==> config.mk <==
export PLATFORM = sky130hd
export DESIGN_NAME = uart_rx_os_flat
export DESIGN_NICKNAME = d
export VERILOG_FILES = /design/src/rtl/uart_pkg.sv /design/src/rtl/uart_rx_os_if.sv /design/src/rtl/uart_rx_sync.sv /design/src/rtl/uart_rx_os.sv /design/src/flat_wrapper.sv
export SDC_FILE = /design/constraint.sdc
export NUM_CORES = 1
export LEC_CHECK = 0
export CORE_MARGIN = 2
export CORE_UTILIZATION = 55
export CTS_CLUSTER_DIAMETER = 30
export DETAILED_ROUTE_END_ITERATION = 10
export PLACE_DENSITY_LB_ADDON = 0.12
export SLEW_MARGIN = 20
export SYNTH_ARGS = -nofsm -noshare
export SYNTH_HDL_FRONTEND = slang
export SYNTH_SLANG_ARGS = --single-unit
==> constraint.sdc <==
create_clock -name clk -period 2.25 [get_ports clk]
set_input_delay 0.225 -clock clk [delete_from_list [all_inputs] [get_ports clk]]
set_output_delay 0.225 -clock clk [all_outputs]
set_load 0.01 [all_outputs]
==> src/rtl/uart_pkg.sv <==
// rtl/uart_pkg.sv - shared UART types, widths and divider helper
package uart_pkg;

  localparam int DATA_BITS = 8;

  typedef enum logic [2:0] {
    IDLE    = 3'd0,
    START   = 3'd1,
    DATA    = 3'd2,
    STOP    = 3'd3,
    WAIT_HI = 3'd4
  } rx_state_t;

  // Half a bit period; start-bit qualification waits this long to land mid-bit.
  function automatic int half_bit(input int clks_per_bit);
    return clks_per_bit / 2;
  endfunction

endpackage

==> src/rtl/uart_rx_os_if.sv <==
// rtl/uart_rx_os_if.sv - serial line and received-byte signals of the UART receiver
interface uart_rx_os_if;
  import uart_pkg::*;

  logic                 rx;
  logic [DATA_BITS-1:0] data;
  logic                 rdy;
  logic                 frame_err;
  logic                 busy;

  modport master (input rx, output data, output rdy, output frame_err, output busy);
  modport slave  (output rx, input data, input rdy, input frame_err, input busy);

endinterface

==> src/rtl/uart_rx_sync.sv <==
// rtl/uart_rx_sync.sv - 2-flop synchronizer, presets to 1 so an idle-high line reads idle
module uart_rx_sync (
  input  logic clk,
  input  logic rst_n,
  input  logic d_i,
  output logic q_o
);

  logic [1:0] ff_q;

  always_ff @(posedge clk or negedge rst_n) begin
    if (!rst_n) begin
      ff_q <= 2'b11;
    end else begin
      ff_q <= {ff_q[0], d_i};
    end
  end

  assign q_o = ff_q[1];

endmodule

==> src/rtl/uart_rx_os.sv <==
// rtl/uart_rx_os.sv - oversampling 8N1 UART receiver, mid-bit sampling with CLKS_PER_BIT divider
module uart_rx_os
  import uart_pkg::*;
#(
  parameter int CLKS_PER_BIT = 16
) (
  input  logic          clk,
  input  logic          rst_n,
  uart_rx_os_if.master  bus
);

  localparam int            CW        = $clog2(CLKS_PER_BIT);
  localparam int            H         = half_bit(CLKS_PER_BIT);
  localparam logic [CW-1:0] CNT_BIT   = CW'(CLKS_PER_BIT - 1);
  localparam logic [CW-1:0] CNT_HALF  = CW'(H - 1);
  localparam logic [CW-1:0] CNT_ONE   = CW'(1);
  localparam logic [2:0]    LAST_IDX  = 3'(DATA_BITS - 1);

  logic                 rxs;
  logic                 rxs_prev_q;
  rx_state_t            state_q;
  logic [CW-1:0]        cnt_q;
  logic [2:0]           idx_q;
  logic [DATA_BITS-1:0] shreg_q;
  logic [DATA_BITS-1:0] data_q;
  logic                 rdy_q;
  logic                 ferr_q;

  uart_rx_sync u_sync (
    .clk   (clk),
    .rst_n (rst_n),
    .d_i   (bus.rx),
    .q_o   (rxs)
  );

  always_ff @(posedge clk or negedge rst_n) begin
    if (!rst_n) begin
      state_q    <= IDLE;
      cnt_q      <= '0;
      idx_q      <= '0;
      shreg_q    <= '0;
      data_q     <= '0;
      rdy_q      <= 1'b0;
      ferr_q     <= 1'b0;
      rxs_prev_q <= 1'b1;
    end else begin
      rdy_q      <= 1'b0;
      ferr_q     <= 1'b0;
      rxs_prev_q <= rxs;
      case (state_q)
        IDLE: begin
          if (rxs_prev_q && !rxs) begin
            state_q <= START;
            cnt_q   <= CNT_HALF;
          end
        end
        START: begin
          if (cnt_q != '0) begin
            cnt_q <= cnt_q - CNT_ONE;
          end else if (!rxs) begin
            state_q <= DATA;
            idx_q   <= '0;
            cnt_q   <= CNT_BIT;
          end else begin
            state_q <= IDLE;
          end
        end
        DATA: begin
          if (cnt_q != '0) begin
            cnt_q <= cnt_q - CNT_ONE;
          end else begin
            shreg_q[idx_q] <= rxs;
            cnt_q          <= CNT_BIT;
            if (idx_q == LAST_IDX) begin
              state_q <= STOP;
            end else begin
              idx_q <= idx_q + 3'd1;
            end
          end
        end
        STOP: begin
          // Leaving at mid-stop-bit gives half a bit of slack for a back-to-back start edge.
          if (cnt_q != '0) begin
            cnt_q <= cnt_q - CNT_ONE;
          end else if (rxs) begin
            data_q  <= shreg_q;
            rdy_q   <= 1'b1;
            state_q <= IDLE;
          end else begin
            ferr_q  <= 1'b1;
            state_q <= WAIT_HI;
          end
        end
        WAIT_HI: begin
          if (rxs) begin
            state_q <= IDLE;
          end
        end
        default: state_q <= IDLE;
      endcase
    end
  end

  assign bus.data      = data_q;
  assign bus.rdy       = rdy_q;
  assign bus.frame_err = ferr_q;
  assign bus.busy      = (state_q != IDLE);

endmodule

==> src/flat_wrapper.sv <==
// flat-port wrapper written by rule: the top's interface ports become plain ports
module uart_rx_os_flat import uart_pkg::*;
#(
  parameter int CLKS_PER_BIT = 16
)
  (clk, rst_n, bus_rx, bus_data, bus_rdy, bus_frame_err, bus_busy);
  uart_rx_os_if bus_i ();
  input  logic clk;
  input  logic rst_n;
  input wire logic [$bits(bus_i.rx)-1:0] bus_rx;
  output wire logic [$bits(bus_i.data)-1:0] bus_data;
  output wire logic [$bits(bus_i.rdy)-1:0] bus_rdy;
  output wire logic [$bits(bus_i.frame_err)-1:0] bus_frame_err;
  output wire logic [$bits(bus_i.busy)-1:0] bus_busy;
  assign bus_i.rx = bus_rx;
  assign bus_data = bus_i.data;
  assign bus_rdy = bus_i.rdy;
  assign bus_frame_err = bus_i.frame_err;
  assign bus_busy = bus_i.busy;
  uart_rx_os #(.CLKS_PER_BIT(CLKS_PER_BIT)) u_core (.clk(clk), .rst_n(rst_n), .bus(bus_i));
endmodule
# [Word level (Yosys, flattened, before mapping)]
# Index checks and enable logic that the tools add are counted.
[word_totals] reg_bits=31 inputBits=3 out_inout_bits=11
[classes] add_sub_neg=2 n_mux=29 order_cmp=2 bitwise_logic=1 n_reduce_logical=13 n_eq_ne=15
[ops] operator="2-to-1 mux 3 bit" n=11
[ops] operator="2-to-1 mux 4 bit" n=5
[ops] operator="one-hot mux 4 bit (4 select lines)" n=1
[ops] operator="one-hot mux 3 bit (5 select lines)" n=1
[ops] operator="!= test 2 bit (second input constant)" n=6
[ops] operator="bitwise mux 8 bit" n=1
[ops] operator="nonzero test 4 bit" n=2
[ops] operator="2-to-1 mux 1 bit" n=7
[ops] operator="== test 3 x 2 -> 1 bit (second input constant)" n=2
[ops] operator="== test 3 bit (second input constant)" n=2
[ops] operator="!= test 2 x 1 -> 1 bit (second input constant)" n=3
[ops] operator="one-hot mux 3 bit (2 select lines)" n=1
[ops] operator="AND reduction 6 bit" n=1
[ops] operator="AND reduction 5 bit" n=1
[ops] operator="less-than comparator 3 x 4 -> 1 bit (second input constant)" n=1
[ops] operator="AND reduction 4 bit" n=1
[ops] operator="subtractor 4 x 1 -> 4 bit (second input constant)" n=1
[ops] operator="adder 3 x 1 -> 3 bit (second input constant)" n=1
[ops] operator="demux 1 bit (select 3 bit)" n=1
[ops] operator="== test 3 x 1 -> 1 bit (second input constant)" n=1
[ops] operator="greater-or-equal comparator 3 x 1 -> 1 bit (second input constant)" n=1
[ops] operator="logical NOT 3 bit" n=1
[ops] operator="!= test 3 x 2 -> 1 bit (second input constant)" n=1
[ops] operator="AND reduction 3 bit" n=1
[ops] operator="other kinds (7)" n=8

# [Logic depth before layout (Yosys ltp)]
# Gate-level depths: netlist of the first run.
[logic_depth] ltp_word=5 mapped_depth=6

# [Hierarchy]
# Synthesis of the first run repeated with hierarchy kept, for this count alone.
[unflattened] hier_cells=113 hier_area_um2=1405.1
[modules_own_cells] mod="uart_rx_os" area_per_inst_um2=1352.5 cells_each=111 instances=1 seq_area_each_um2=726.9
[modules_own_cells] mod="uart_rx_sync" area_per_inst_um2=52.6 cells_each=2 instances=1 seq_area_each_um2=52.6

# [Worst setup path before layout of the first run]
# No wires, ideal clock.
[synth_timing] path_type="reg-to-reg" startpoint="reg u_core.cnt_q[0]" endpoint="reg u_core.shreg_q[4]" setup_slack_ns=0.420 arrival_time_ns=1.705 synth_period_minus_slack_ns=1.830 path_buffers=0 setup_time_ns=0.125 required_ns=2.125 stages_incl_launch_ff=7 cell_sequence="dfrtp_1 inv_1 ha_1 nor3b_2 nand4b_1 nor3b_1 mux2_2"
[synth_via] elab_chain_cells=3
[synth_rtl] item="start: declaration" line_no="uart_rx_os.sv:22" source="logic [CW-1:0] cnt_q;"
[synth_rtl] item="start signal: assignment" line_no="uart_rx_os.sv:59" source="cnt_q <= cnt_q - CNT_ONE;"
[synth_rtl] item="start signal: assignment" line_no="uart_rx_os.sv:70" source="cnt_q <= cnt_q - CNT_ONE;"
[synth_rtl] item="start signal: assignment" line_no="uart_rx_os.sv:84" source="cnt_q <= cnt_q - CNT_ONE;"
[synth_rtl] item="nonzero test 4 bit" line_no="uart_rx_os.sv:69" source="if (cnt_q != '0) begin"
[synth_rtl] item="NOT 1 bit (no source line)"
[synth_rtl] item="AND reduction 2 bit (no source line)"
[synth_rtl] item="end signal: indexed assignment" line_no="uart_rx_os.sv:72" source="shreg_q[idx_q] <= rxs;"
[synth_rtl] item="end: declaration" line_no="uart_rx_os.sv:24" source="logic [DATA_BITS-1:0] shreg_q;"
# Every way passes these cells.
# A chain may end at the register's enable or synchronous reset.

# [Final worst setup path of the first run]
[layout_timing] startpoint="reg u_core.state_q[2]" endpoint="out bus_busy"
[layout_via] elab_chain_cells=1
[layout_rtl] item="start: declaration" line_no="uart_rx_os.sv:21" source="rx_state_t state_q;"
[layout_rtl] item="start signal: assignment" line_no="uart_rx_os.sv:38" source="state_q <= IDLE;"
[layout_rtl] item="start signal: assignment" line_no="uart_rx_os.sv:53" source="state_q <= START;"
[layout_rtl] item="start signal: assignment" line_no="uart_rx_os.sv:61" source="state_q <= DATA;"
[layout_rtl] item="nonzero test 3 bit" line_no="uart_rx_os.sv:107" source="assign bus.busy = (state_q != IDLE);"
[layout_rtl] item="end: declaration" line_no="flat_wrapper.sv:14" source="output wire logic [$bits(bus_i.busy)-1:0] bus_busy;"
# Every way passes these cells.

==> flow_metrics.env, run 1 <==
export IMPL_fmax_ghz=0.494
export IMPL_postSynth_asyncResetShare=1.00
export IMPL_firstDrtPassIters=4
export IMPL_end_kind="output pin"
export IMPL_synth_edf_count=0
export IMPL_synth_cell_types=32
export IMPL_worstPathArrival_ns=1.80
export IMPL_gp_congestion=0.831
export IMPL_num_vias=906
export IMPL_dpl_cell_area_mm2=0.00158
export IMPL_p_per_area_mw_per_mm2=909
export IMPL_initial_core_util=0.571
export IMPL_grt_pass1_wl_um=3870
export IMPL_post_cts_buffers=0
export IMPL_core_area_mm2=0.00245
export IMPL_layout_drive_gt1_share=0.291
export IMPL_yosys_warnings=0
export IMPL_dp_hpwl_um=1620
export IMPL_htree_levels=2
export IMPL_route_detailed_drc=0
export IMPL_slew_violations=0
export IMPL_slowest_delay_ns=0.48
export IMPL_first_global_vias=883
export IMPL_max_vdd_ir_drop_v=0.000665
export IMPL_fin_hold_ws_ns=0.275
export IMPL_wl_per_cell_um=14.8
export IMPL_overflow=0
export IMPL_tritoncts="yes"
export IMPL_n_antenna_cell=0
export IMPL_via_per_inst=5.52
export IMPL_met3_usage=0.0601
export IMPL_finalSetupTns_ns=0
export IMPL_grt_start_max_net_pins=32
export IMPL_crit_required_ns=2.03
export IMPL_skew_ns=0.00394
export IMPL_dr_first_iter_drc_count=14
export IMPL_grtUsageMet1=0.250
export IMPL_cp_slowest_cell="clkdlybuf4s50_1"
export IMPL_ant_nets=0
export IMPL_cts_buffer_depth=2
export IMPL_worstSkewPairLatency_ns=0.32
export IMPL_tightest_slew_ns=0.420
export IMPL_synthTopCellsByArea="dfrtp_1 50%, mux2_2 14%, dfstp_2 5.6%, ha_1 2.7%, nor2_1 2.7%"
export IMPL_maxCapViolations=0
export IMPL_finalCriticalPeriod_ns=2.03
export IMPL_avgSynthCellArea_um2=12.3
export IMPL_busiest_layer="met2"
export IMPL_track_usage=0.196
export IMPL_numPortBuffers=13
export IMPL_r2r_cells=6
export IMPL_hold_viol=0
export IMPL_grtUsageMet2=0.301
export IMPL_synthCells=114
export IMPL_critPathBufInv=2
export IMPL_setup_viol=0
export IMPL_synthFlopType="dfrtp_1"
export IMPL_cts_sinks=31
export IMPL_p_leak_nw=0.773
export IMPL_nFillCells=189
export IMPL_io_pins=14
export IMPL_cts_hold_buf=0
export IMPL_ys_seq_elements=31
export IMPL_path_class="flop to output pin"
export IMPL_die_h_um=54.5
export IMPL_design_area_mm2=0.00165
export IMPL_seq_area_frac_synth=0.556
export IMPL_synthTopCellsByCount="28 x dfrtp_1, 17 x mux2_2, 10 x nor2_1, 5 x inv_1"
export IMPL_cp_max_fo=7
export IMPL_nets=139
export IMPL_synth_largest_area_cell="dfrtp_1"
export IMPL_drt_wl_total_um=2430
export IMPL_rsz0062_at_grt="false"
export IMPL_netlist_area_mm2=0.00140
export IMPL_mappedNetlistNets=120
export IMPL_syn_to_final_growth_pct=17.5
export IMPL_outcome="finished clean"
export IMPL_rows=18
export IMPL_synth_top_cell_area_share=0.500
export IMPL_cts_reportedPaths_clkPinSlew_ns=0.10
export IMPL_hold_class="input pin to async pin"
export IMPL_cts_resized=0
export IMPL_crit_cells=3
export IMPL_fp_dieArea_mm2=0.00297
export IMPL_startpoint_type="flop"
export IMPL_min_period_over_period=0.901
export IMPL_yosysMostFrequentCell="dfrtp_1"
export IMPL_slew_headroom=0.720
export IMPL_cpLargestDelayFamily="buffers and inverters"
export IMPL_numCtsBuffers=5
export IMPL_cts_root_buffer_cell="clkbuf_4"
export IMPL_fp_dieW_um=54.5
export IMPL_cp_cell_sequence="buf_4, or3_1, clkdlybuf4s50_1"
export IMPL_antenna_found_initial=0
worst paths after layout:
kind	to	start	slack (ns)
min in group clk	u_core.u_sync.ff_q[0]	bus_rx	0.30
worst min-delay path	u_core.cnt_q[0]	rst_n	0.27
worst max register to register	u_core.shreg_q[2]	u_core.cnt_q[0]	0.31
worst min register to register	u_core.u_sync.ff_q[1]	u_core.u_sync.ff_q[0]	0.37
max in group asynchronous	u_core.u_sync.ff_q[1]	rst_n	1.66
worst max-delay path	bus_busy	u_core.state_q[2]	0.22
state kept, by name, summed over array words and instances, names as in the netlist:
name	flops
u_core.bus.data	8
u_core.bus.frame_err	1
u_core.bus.rdy	1
u_core.cnt_q	4
u_core.idx_q	3
u_core.rxs_prev_q	1
u_core.shreg_q	8
u_core.state_q	3
u_core.u_sync.ff_q	2
worst register-to-register path: stages (launching register included):
cell	delay, ns
dfrtp_1	0.42
inv_1	0.07
ha_1	0.20
nor3b_2	0.29
nand4b_1	0.23
nor3b_1	0.27
mux2_2	0.36
per-stage QoR:
stage	util	instances	worst slack [ns]	total power [W]
6_report	0.671	164	0.224	0.00150
2_1_floorplan	-	114	0.420	0.00103
3_5_place_dp	0.642	156	0.328	0.00113
4_1_cts	0.671	164	0.215	0.00150
3_3_place_gp	0.642	156	0.372	0.00111
5_1_grt	0.671	164	0.101	0.00159
placed cells by master (no fill, tap or decap), drive strengths merged:
master and count:
a32o 1, a21oi 4, or3 1, a221oi 1, buf 3, o31ai 1
a22o 2, ha 3, dfrtp 28, nor4bb 1, nand4b 1, nand3 2
nor2 11, clkdlybuf4s50 13, nand4 2, nand2b 1, nand2 4, nor2b 1
or3b 1, nor3 4, or2 3, mux2 17, o21ai 4, a22oi 1
clkinvlp 1, mux2i 2, nor3b 5, inv 5, clkbuf 7, o22a 1
dfstp 3
layer usage:
metal / up-vias / wire (um)
li1: 446 / -
met1: 439 / 1170
met2: 19 / 1150
met3: 2 / 97
met4: 0 / 15
met5: - / 0
cell type report:
class | instances | area, um2 | area share
inverter | 5 | 18.8 | 0.0114
sequential | 31 | 779 | 0.473
clock buffer | 7 | 65.1 | 0.0395
clock inverter | 1 | 7.51 | 0.00456
tap | 30 | 37.5 | 0.0228
timing repair buffer | 16 | 153 | 0.0926
multi-input combinational | 74 | 587 | 0.356
power by group:
group          internal [W]  total, W  switching, W
sequential         0.000638  0.000753      0.000115
combinational      0.000191  0.000368      0.000177
clock              0.000183  0.000376      0.000193
total               0.00101   0.00150      0.000486
cell families (layout without fill, tap and decap cells):
| kind of cell | Yosys count | count (layout) | share of synthesized area |
|---|---|---|---|
| DFF | 31 | 31 | 0.556 |
| muxes | 19 | 19 | 0.151 |
| adders and majority gates | 3 | 3 | 0.0268 |
| buffers and inverters | 9 | 29 | 0.0259 |
| AOI/OAI and AO/OA | 15 | 15 | 0.0758 |
| and+or+nand+nor | 37 | 37 | 0.165 |
Power figures use the tool's default switching activity.
==> run 2, diff against run 1 <==
- CAP_MARGIN: not set -> 30
==> results of run 2 <==
No change in the layout: final DEF, timing and power equal those of run 1.
==> run 3, diff against run 2 <==
- HOLD_SLACK_MARGIN: not set -> 0.02
==> results of run 3 <==
No change in the layout: final DEF, timing and power equal those of run 1.
==> RTL edit 1, RTL diff (settings of run 2) <==
Change the package constant `DATA_BITS` from 8 to 7.
--- a/src/rtl/uart_pkg.sv
+++ b/src/rtl/uart_pkg.sv
@@ -1,7 +1,7 @@
 // rtl/uart_pkg.sv - shared UART types, widths and divider helper
 package uart_pkg;
 
-  localparam int DATA_BITS = 8;
+  localparam int DATA_BITS = 7;
 
   typedef enum logic [2:0] {
     IDLE    = 3'd0,
Interface: changed (resized bus_data); port bits go from 14 to 13. The function was not compared with the original's and may differ.
==> RTL edit 1 against run 2 <==
Count of clock-buffer cells in the layout unchanged. Setup slack better by 0.070 ns. Design area down 2.9%. Total power up 1.3%. Sequential share of layout area down 1.7 points. Final cell count unchanged. Global-route usage down 0.60 points. Routed wire length down 10%. Sequential cell count down 2. Critical path depth down 1. Synthesized cell count up 3.5%. Synthesized area down 1.9%. Non-clock buffer count down 3. Largest cell class unchanged. Highest routed layer is now met3.
==> RTL edit 1: results (changes against run 2) <==
- Routability cong.: 0.7173 (-14%)
- Routed wl met2: 987 microns (-14%)
- Clock-net power: 0.000430 W (+14%)
- Slew @ Worst Pin: 0.4869 ns (+0.06648 ns)
- Synth cell count leaders: dfrtp_1 (26), mux2_2 (12), nor2_1 (9)
- Worst stage delay on the critical path: 0.56 ns (+0.08 ns)
- DR top layer: met3
- Layout cells sized above 1: 23.13% (-6.0 points)
- Top Family by Delay on Critical Path: flip-flops
- Power Density: 948.2 nW/um^2 (+4.4%)
- Worst r2r dst: u_core.shreg_q[4]
- Hpwl dp: 1.540 mm (-4.9%)
- Syn nets: 124 (+3.3%)
- Reported net switching power: 0.0004646 W (-4.4%)
- Outcome: completed
- Skew final: 0.01333 ns (+0.009388 ns)
- Pleak: 0.7428 nW (-3.9%)
- R2r setup slk: 0.37 ns (+0.06 ns)
- CP max-delay cell: dfrtp_1
- Final setup margin: 0.2936 ns (+0.06987 ns)
- Fillers: 200 (+5.8%)
- Gr usage total: 19.01% (-0.60 points)
- M1 WL: 1.081 mm (-7.6%)
- Share of power burned in registers: 46.8% (-3.5 points)
- Met3 Resource Use GR: 7.778% (+1.8 points)
- Crit-path max FO: 13 (+6)
- First-pass GRT wire length: 3.850 mm (-0.52%)
- PortBufs: 12 (-1)
- Met2 Use GR: 27.85% (-2.3 points)
- Syn avg cell area: 11.66 sq um (-5.2%)
- Routed WL: 2.179 mm (-10%)
- Via count: 884 (-2.4%)
- Setup WS pre-CTS: 0.3209 ns (-0.007431 ns)
- Crit path DAT: 1.73 ns (-0.07 ns)
- Synth top area cells: dfrtp_1 (47%), mux2_2 (9.8%), dfstp_2 (5.7%), ha_1 (2.7%), nor3b_4 (2.7%)
- Vias in the first global route: 857 (-2.9%)
- DP Area: 1515 sq um (-3.8%)
- Hold WS: 0.2809 ns (+0.006234 ns)
- Initial DRC count: 9 (-5)
## RTL edit 1: cell types whose count changed after synthesis, moves of 2 or more
| cell | delta |
|---|---|
| a22o_1 | -2 |
| dfrtp_1 | -2 |
| mux2_2 | -5 |
| nand2_1 | +2 |
| nand3_1 | +2 |
| nor2b_1 | +2 |
| nor3b_1 | -2 |
| nor3b_4 | +2 |
## RTL edit 1: area by class of cell
cell class	instances	area, sq um	share of cell area, %
timing repair buffer	13	127.6	7.975
inverter	6	22.52	1.407
tap	30	37.54	2.346
clock buffer	7	55.05	3.440
sequential	29	729.5	45.58
clock inverter	1	30.03	1.876
multi-input combinational	78	598.1	37.37
## RTL edit 1: logic make-up (layout without fill, tap and decap cells)
kind of cell             count (synthesis)  after routing  synth area share [%]
AO/OA/AOI/OAI                           17             17                 8.273
flip-flops                              29             29                 53.00
multiplexers                            16             16                 13.18
buffers and inverters                   11             27                 3.545
adder cells (fa/ha/maj)                  3              3                 2.728
AND/OR/NAND/NOR                         41             41                 18.64
XOR/XNOR                                 1              1                0.6365
==> RTL edit 2, RTL diff (flow settings as in run 2) <==
Made on the original files. The 5 states of `rx_state_t` get a one-hot encoding in 5 bits.
--- a/src/rtl/uart_pkg.sv
+++ b/src/rtl/uart_pkg.sv
@@ -3,12 +3,12 @@
 
   localparam int DATA_BITS = 8;
 
-  typedef enum logic [2:0] {
-    IDLE    = 3'd0,
-    START   = 3'd1,
-    DATA    = 3'd2,
-    STOP    = 3'd3,
-    WAIT_HI = 3'd4
+  typedef enum logic [4:0] {
+    IDLE    = 5'b00001,
+    START   = 5'b00010,
+    DATA    = 5'b00100,
+    STOP    = 5'b01000,
+    WAIT_HI = 5'b10000
   } rx_state_t;
 
   // Half a bit period; start-bit qualification waits this long to land mid-bit.
Behaviour: same outputs for any inputs over 10 cycles, from zero or initial values and one cycle with rst_n low; not proved beyond that.
==> RTL edit 2 against run 2 <==
First-iteration DRC count rose to 5.1 times the old value. Count of clock-buffer cells in the layout down 2. Routed wire length up 40%. Fmax is 5.3% lower. Die area grew 19%. Setup slack worse by 0.11 ns. Design area grew 19%. Critical endpoint unchanged. Critical path depth unchanged. Synthesized area up 21%. Sequential cell count grew 2.
Power is not compared: it rests on default switching activity, and its combinational part moved more than twofold at a synthesized area within 25%.
==> RTL edit 2: results (changes against run 2) <==
- Outcome: completed
- Placed cell count: 196 (+26%)
- Met2 Use GR: 36.89% (+6.8 points)
- First-pass GRT wire length: 6.099 mm (+58%)
- Crit-path max FO: 4 (-3)
- Crit path from: u_core.state_q[4]
- Clock Latency Late Sink: 0.34 ns (+0.02 ns)
- Setup WS pre-CTS: 0.05734 ns (-0.2710 ns)
- Synth top area share: 42.87% (-7.1 points)
- Routed len/inst: 16.61 microns (+12%)
- Vias in the first global route: 1353 (+53%)
- Routed wl met2: 1.672 mm (+46%)
- Adder-cell share of the synthesized area: 2.217% (-0.46 points)
- Layout cells sized above 1: 30.81% (+1.7 points)
- Initial DRC count: 71 (+57)
- CP max-delay cell: or4b_2
- Hpwl dp: 2.460 mm (+52%)
- Met1 Use GR: 28.95% (+4.0 points)
- Skew final: 0.01380 ns (+0.009861 ns)
- Sequential fraction of the synthesis area: 49.08% (-6.5 points)
- Fin nets: 177 (+27%)
- Mux contribution to synthesized area: 13.82% (-1.3 points)
- Met3 Wirelength: 165 microns (+70%)
- Synth cell types: 49 (+53%)
- Via count: 1249 (+38%)
- R2r setup slk: 0.11 ns (-0.20 ns)
- Post-synthesis compound-gate area fraction: 9.756% (+2.2 points)
- Max transition margin: 64.40% (-7.6 points)
- Routability cong.: 0.9154 (+10%)
- Final cell count without fillers: 205 (+25%)
- Fmax: 0.4675 GHz (-5.3%)
- Met3 Resource Use GR: 7.205% (+1.2 points)
- Worst stage delay on the critical path: 0.61 ns (+0.13 ns)
- Synth top area cells: dfrtp_1 (43%), mux2_2 (13%), dfstp_2 (6.2%), nor3_1 (2.7%), ha_1 (2.2%)
- Syn Inst Count: 150 (+32%)
-- RTL edit 2: cell type report --
type,count,area [sq um],share of cell area [%]
repair buffers,24,211.5,10.76
clock inverters,3,17.52,0.8911
inverters,4,15.01,0.7638
flip-flops and latches,33,830.8,42.27
clock buffers,5,37.54,1.910
well taps,33,41.29,2.101
multi-input cells,103,812.0,41.31
-- RTL edit 2: timing repair --
item	CTS	global route
endpoints found under the setup margin	1	8
setup buffers	1	0
resized for setup	1	1
-- RTL edit 2: cells by family after synthesis --
kind of cell / count (synthesis)
adders and majority gates: 3
buffers and inverters: 14
AOI/OAI and AO/OA: 20
muxes: 21
and+or+nand+nor: 57
DFF: 33
xor gates and xnor gates: 2
-- RTL edit 2: through the flow --
stage	area, sq um	hold slack (ns)	utilization (%)
floorplan	1693	-0.07059	-
global placement	1897	0.3461	63.70
detailed placement	1897	0.3522	63.70
CTS	1958	0.2691	65.76
global route	1966	0.2694	66.01
finish	1966	0.2822	66.01
